## src/rtl/alu_pkg.sv

```systemverilog
// Shared ALU definitions: the serial sequencer states and the bit positions of the NZCV flags.
package alu_pkg;

   typedef enum logic [1:0] {
      IDLE = 2'd0,
      RUN  = 2'd1,
      DONE = 2'd2
   } serial_state_t;

   localparam int FLAG_N = 0;
   localparam int FLAG_Z = 1;
   localparam int FLAG_C = 2;
   localparam int FLAG_V = 3;
   localparam int FLAG_W = 4;

endpackage : alu_pkg

```

## src/rtl/serial_adder_if.sv

```systemverilog
// Handshake and operand/result bundle for the bit-serial adder.
interface serial_adder_if #(
   parameter int M = 4
);
   logic         start;
   logic [M-1:0] A;
   logic [M-1:0] B;
   logic [M-1:0] R;
   logic         C;
   logic         N;
   logic         V;
   logic         Z;
   logic         busy;
   logic         done;

   modport master (
      output start, A, B,
      input  R, C, N, V, Z, busy, done
   );

   modport slave (
      input  start, A, B,
      output R, C, N, V, Z, busy, done
   );
endinterface : serial_adder_if

```

## src/rtl/full_adder.sv

```systemverilog
// Single-bit full adder cell, shared by the serial datapath across all bit positions.
module full_adder (
   input  logic A,
   input  logic B,
   input  logic cin,
   output logic cout,
   output logic R
);
   assign R    = A ^ B ^ cin;
   assign cout = (A & B) | (A & cin) | (B & cin);
endmodule : full_adder

```

## src/rtl/serial_adder.sv

```systemverilog
// Bit-serial M-bit two's-complement adder: one full_adder cell stepped LSB-first over M cycles,
// wrapped in a start/busy/done handshake, with NZCV flags loaded alongside the sum.
module serial_adder
   import alu_pkg::*;
#(
   parameter int M = 4
) (
   input  logic       clk,
   input  logic       rst_n,
   serial_adder_if.slave bus
);

   localparam int                CNT_W    = (M > 1) ? $clog2(M) : 1;
   localparam logic [CNT_W-1:0]  LAST_BIT = CNT_W'(M - 1);

   serial_state_t       state_reg, state_next;

   logic [M-1:0]        shift_a_reg;
   logic [M-1:0]        shift_b_reg;
   logic [M-1:0]        sum_reg;
   logic                carry_reg;
   logic [CNT_W-1:0]    cnt_reg;
   logic                a_msb_reg;
   logic                b_msb_reg;

   logic [M-1:0]        r_reg;
   logic [FLAG_W-1:0]   flags_reg;

   logic                fa_sum;
   logic                fa_cout;
   logic                last_bit;
   logic [M-1:0]        sum_next;

   full_adder u_fa (
      .A    (shift_a_reg[0]),
      .B    (shift_b_reg[0]),
      .cin  (carry_reg),
      .cout (fa_cout),
      .R    (fa_sum)
   );

   assign last_bit = (cnt_reg == LAST_BIT);
   // Sum bits enter at the MSB so after M shifts bit 0 has reached position 0.
   assign sum_next = {fa_sum, sum_reg[M-1:1]};

   always_ff @(posedge clk or negedge rst_n) begin
      if (!rst_n) begin
         state_reg <= IDLE;
      end else begin
         state_reg <= state_next;
      end
   end

   always_comb begin
      state_next = state_reg;
      case (state_reg)
         IDLE:    if (bus.start) state_next = RUN;
         RUN:     if (last_bit)  state_next = DONE;
         DONE:    state_next = IDLE;
         default: state_next = IDLE;
      endcase
   end

   always_ff @(posedge clk or negedge rst_n) begin
      if (!rst_n) begin
         shift_a_reg <= '0;
         shift_b_reg <= '0;
         sum_reg     <= '0;
         carry_reg   <= 1'b0;
         cnt_reg     <= '0;
         a_msb_reg   <= 1'b0;
         b_msb_reg   <= 1'b0;
         r_reg       <= '0;
         flags_reg   <= '0;
      end else begin
         case (state_reg)
            IDLE: begin
               if (bus.start) begin
                  shift_a_reg <= bus.A;
                  shift_b_reg <= bus.B;
                  a_msb_reg   <= bus.A[M-1];
                  b_msb_reg   <= bus.B[M-1];
                  sum_reg     <= '0;
                  carry_reg   <= 1'b0;
                  cnt_reg     <= '0;
               end
            end
            RUN: begin
               shift_a_reg <= {1'b0, shift_a_reg[M-1:1]};
               shift_b_reg <= {1'b0, shift_b_reg[M-1:1]};
               sum_reg     <= sum_next;
               carry_reg   <= fa_cout;
               if (last_bit) begin
                  r_reg             <= sum_next;
                  flags_reg[FLAG_N] <= fa_sum;
                  flags_reg[FLAG_Z] <= (sum_next == '0);
                  flags_reg[FLAG_C] <= fa_cout;
                  // Overflow judged from the operand MSBs captured at start, since the shifters have drained.
                  flags_reg[FLAG_V] <= (a_msb_reg == b_msb_reg) && (fa_sum != a_msb_reg);
               end else begin
                  cnt_reg <= cnt_reg + 1'b1;
               end
            end
            default: ;
         endcase
      end
   end

   assign bus.R    = r_reg;
   assign bus.N    = flags_reg[FLAG_N];
   assign bus.Z    = flags_reg[FLAG_Z];
   assign bus.C    = flags_reg[FLAG_C];
   assign bus.V    = flags_reg[FLAG_V];
   assign bus.busy = (state_reg == RUN);
   assign bus.done = (state_reg == DONE);

endmodule : serial_adder

```

## src/flat_wrapper.sv

```systemverilog
// flat-port wrapper written by rule: the top's interface ports become plain ports
module serial_adder_flat import alu_pkg::*;
#(
   parameter int M = 4
)
  (clk, rst_n, bus_start, bus_A, bus_B, bus_R, bus_C, bus_N, bus_V, bus_Z, bus_busy, bus_done);
  serial_adder_if #(.M(M)) bus_i ();
  input  logic clk;
  input  logic rst_n;
  input wire logic [$bits(bus_i.start)-1:0] bus_start;
  input wire logic [$bits(bus_i.A)-1:0] bus_A;
  input wire logic [$bits(bus_i.B)-1:0] bus_B;
  output wire logic [$bits(bus_i.R)-1:0] bus_R;
  output wire logic [$bits(bus_i.C)-1:0] bus_C;
  output wire logic [$bits(bus_i.N)-1:0] bus_N;
  output wire logic [$bits(bus_i.V)-1:0] bus_V;
  output wire logic [$bits(bus_i.Z)-1:0] bus_Z;
  output wire logic [$bits(bus_i.busy)-1:0] bus_busy;
  output wire logic [$bits(bus_i.done)-1:0] bus_done;
  assign bus_i.start = bus_start;
  assign bus_i.A = bus_A;
  assign bus_i.B = bus_B;
  assign bus_R = bus_i.R;
  assign bus_C = bus_i.C;
  assign bus_N = bus_i.N;
  assign bus_V = bus_i.V;
  assign bus_Z = bus_i.Z;
  assign bus_busy = bus_i.busy;
  assign bus_done = bus_i.done;
  serial_adder #(.M(M)) u_core (.clk(clk), .rst_n(rst_n), .bus(bus_i));
endmodule
```

## config.mk

```make
export PLATFORM = sky130hd
export DESIGN_NAME = serial_adder_flat
export DESIGN_NICKNAME = d
export VERILOG_FILES = /design/src/rtl/alu_pkg.sv /design/src/rtl/serial_adder_if.sv /design/src/rtl/full_adder.sv /design/src/rtl/serial_adder.sv /design/src/flat_wrapper.sv
export SDC_FILE = /design/constraint.sdc
export NUM_CORES = 1
export LEC_CHECK = 0
export BUFFER_PORTS_ARGS = -buffer_cell sky130_fd_sc_hd__buf_2
export CORE_ASPECT_RATIO = 1.5
export CORE_MARGIN = 2
export CORE_UTILIZATION = 50
export CTS_BUF_LIST = sky130_fd_sc_hd__clkbuf_16
export CTS_CLUSTER_SIZE = 12
export DETAILED_ROUTE_END_ITERATION = 6
export HOLD_SLACK_MARGIN = 0.06
export PLACE_DENSITY_LB_ADDON = 0.08
export SLEW_MARGIN = 0
export SYNTH_ARGS = -nofsm -noshare
export SYNTH_HDL_FRONTEND = slang
export SYNTH_HIERARCHICAL = 1
export SYNTH_SLANG_ARGS = --single-unit
```

## constraint.sdc

```tcl
create_clock -name clk -period 2 [get_ports clk]
set_clock_uncertainty 0.2 [all_clocks]
set_input_delay 0.4 -clock clk [delete_from_list [all_inputs] [get_ports clk]]
set_output_delay 0.4 -clock clk [all_outputs]
set_load 0.03 [all_outputs]
```

==> metrics.log <==
INFO  metric setup_violations = 0
INFO  metric dp_slack = 0.242 ns
INFO  metric cell_accounting_for_the_most_synthesized_area = dfrtp_1
INFO  metric antenna_cells = 0
INFO  metric ys_ff_latch = 25
INFO  metric worstSetupStartpointType = flop
INFO  metric total_global_routing_track_utilization = 16.0%
INFO  metric fin_cells = 137
INFO  metric boundaryPins = 21
INFO  metric ant_nets = 0
INFO  metric critical_path_class = reg -> out
INFO  metric synth.mux.area_fraction = 7.86%
INFO  metric std_cell_rows = 21
INFO  metric final.setup.worst_slack = 0.144 ns
INFO  metric hpwlAfterDp = 1.35 mm
INFO  metric final_max_slew_viol_count = 0
INFO  metric timing.hold.worst.class = in -> reg
INFO  metric die_height = 62.2 µm
INFO  metric die-width = 42.8 µm
INFO  metric grt_first_pass_wirelength = 3.35 mm
INFO  metric worstReg2RegEnd = u_core/flags_reg[1]
INFO  metric ctsHtreeMaxLevel = 1
INFO  metric finalCritPeriodShare = 92.8%
INFO  metric gr-total-overflow = 0
INFO  metric grt_setup_unrepaired = no
INFO  metric grt_antenna_before_repair = 0
INFO  metric regToRegStartpoint = u_core/shift_a_reg[0]
INFO  metric post_synth_inst_count = 92
INFO  metric finalWirelength = 1.83 mm
INFO  metric seq_area_frac_synth = 55.4%
INFO  metric average_instance_area_after_synthesis = 12.3 µm²
INFO  metric die_area = 2660 µm²
INFO  metric clockRootBuffer = clkbuf_16
INFO  metric reg2reg_setup_slack = 0.24 ns
INFO  metric hold_start = bus_B[3]
INFO  metric post_synth_num_cell_types = 28
INFO  metric drtIter0Drc = 12
INFO  metric tritoncts = done
INFO  metric ys_dominant_reg_cell = dfrtp_1
INFO  metric most_instantiated_cells_after_synthesis = dfrtp_1 (25), nand2_1 (9), mux2_2 (7)
INFO  metric clk_latency = 0.25 ns
INFO  metric synth_edf_count = 0
INFO  metric share_of_the_synthesized_area_in_compound_gates_ao_oa_aoi_oai = 14.3%
INFO  metric synthesized_area_fraction_occupied_by_and_or_nand_nor_cells = 14.0%
INFO  metric ctsLongestPathBuffers = 2
INFO  metric initial_core_util = 51.8%
INFO  metric combinational_family_with_the_most_area_after_synthesis = compound AO/OA/AOI/OAI gates
INFO  metric yosys-top-cells-area = dfrtp_1 (55%), mux2_2 (7.0%), and3b_1 (3.1%)
INFO  metric tritoncts.num_buffers = 3
INFO  metric port-buffer-count = 20
INFO  metric gp_routability_congestion = 0.667
INFO  metric worst_setup_hold_path_clk_slew = 0.06 ns
INFO  metric grt_start_max_net_pins = 26
INFO  metric synth_area_in_xor_xnor = 0%
INFO  metric post_synthesis_share_of_cell_area_spent_on_full_adders_half_adders_and_majority_gates = 2.88%
INFO  metric post-route-util = 60.3%
INFO  metric crit_path_max_fanout = 8
INFO  metric layout_min_cycle_time = 1.86 ns
INFO  metric critical_path.endpoint_type = output pin
INFO  metric leakage_power = 0.670 nW
INFO  metric worst_ir_drop_vdd = 0.803 mV
INFO  metric slew_headroom = 44.1%
INFO  metric syn-num-nets = 105
INFO  metric dr_vias_cell = 5.42
INFO  metric numPlacedInstances = 132
INFO  metric layout-drive-gt1-share = 33.3%
INFO  metric async_flop_share = 100%
INFO  metric cap_viol_max_count = 0
INFO  metric yosys.area.top_type_share = 55.4%
INFO  metric num_vias = 742
INFO  metric vias_in_the_first_global_route = 791
INFO  metric clock.fmax = 0.539 GHz
INFO  metric power.density = 1710 nW/µm²
INFO  metric timing.critical_path.from = u_core/state_reg[0]
INFO  metric wl_per_cell = 13.3 µm
INFO  metric drc = 0
INFO  metric syn_to_final_growth = 16.4%
INFO  metric synth_area = 1130 µm²
INFO  metric outcome = complete, no violations
INFO  metric critical_path.endpoint = bus_busy
INFO  metric cts.sinks = 25
INFO  metric worst-endpoint-required = 1.40 ns
INFO  metric synth_most_common_cell = dfrtp_1
INFO  metric postCtsResizedCells = 0
INFO  metric cp.arrival = 1.26 ns
INFO  metric rr_worst_depth = 3
INFO  metric detailedRoute.firstPassIterationCount = 4
INFO  metric finalSetupTns = 0 ns
INFO  metric worst_pin_slew = 0.837 ns
INFO  metric core_area = 2180 µm²
INFO  metric final_hold_viol_count = 0
INFO  metric synth-warning-count = 6
INFO  metric finalNetCount = 128
timing repair:
item                                    CTS  global route
hold buffers                              1             0
endpoints found under the hold margin    25             0
setup buffers                             0             0
endpoints found under the setup margin    0             0
worst min-delay path by stage:
| stage | slack (ns) | depth (start not counted) | to |
|---|---|---|---|
| 6_report | 0.20 | 2 | u_core/b_msb_reg |
| 5_1_grt | 0.20 | 2 | u_core/b_msb_reg |
| 4_1_cts | 0.20 | 2 | u_core/shift_a_reg[3] |
| 3_5_place_dp | 0.21 | 1 | u_core/bus.R[1] |
| 3_3_place_gp | 0.21 | 1 | u_core/bus.R[1] |
| 2_1_floorplan | -0.1 | 0 | u_core/a_msb_reg |
cells by family after synthesis:
kind of cell / after synthesis
compound gates: 25
mux: 8
flops: 25
fa+ha+maj: 2
simple gates: 23
buf+inv: 9
power breakdown:
group	switching [mW]	internal, mW
Sequential	0.150	0.729
Clock	0.161	0.269
Combinational	0.535	0.408
Total	0.845	1.41
per-layer routing:
layer,track usage [%],vias to the layer above,part of all wire [%]
li1,-,366,-
met2,26.7,14,53
met5,0,-,0
met4,7.03,0,1.0
met1,19.9,360,43
met3,2.62,2,3.3
layout by cell type (no fill, tap or decap):
master          n
dfrtp_1        25
buf_2          20
nand2_1         9
mux2_2          7
o21ai_0         6
inv_1           4
and3b_1         4
a21oi_1         4
clkbuf_16       3
a22oi_1         3
o21ai_1         3
a22o_1          3
nor2_1          2
a22o_2          2
nor2b_1         2
buf_4           2
clkinv_2        1
dlygate4sd3_1   1
and2b_1         1
nor2b_2         1
o21bai_1        1
nand3b_4        1
or4_1           1
o21a_1          1
nor3b_4         1
a31oi_1         1
nand2b_1        1
o22ai_1         1
mux2i_1         1
ha_1            1
fa_1            1
worst max-delay path: stages (launching register included):
cell and delay (ns):
dfrtp_1 0.49, and2b_1 0.28, buf_2 0.23
area by class of cell:
class / instances / area (µm²)
inverters: 4 / 15.0
repair buffers: 23 / 125
flip-flops and latches: 25 / 626
clock buffers: 3 / 75.1
well taps: 23 / 28.8
multi-input cells: 58 / 440
fillers: 181 / 866
clock inverters: 1 / 5.00
stage by stage:
| step | power, mW | instance area, µm² | hold WS (ns) |
|---|---|---|---|
| finish | 2.25 | 1320 | 0.198 |
| global route | 2.43 | 1320 | 0.200 |
| CTS | 2.29 | 1320 | 0.195 |
| detailed placement | 1.85 | 1220 | 0.215 |
| global placement | 1.82 | 1220 | 0.213 |
| floorplan | 1.66 | 1130 | -0.0956 |
Note: power is estimated with default switching activity, not from simulation.
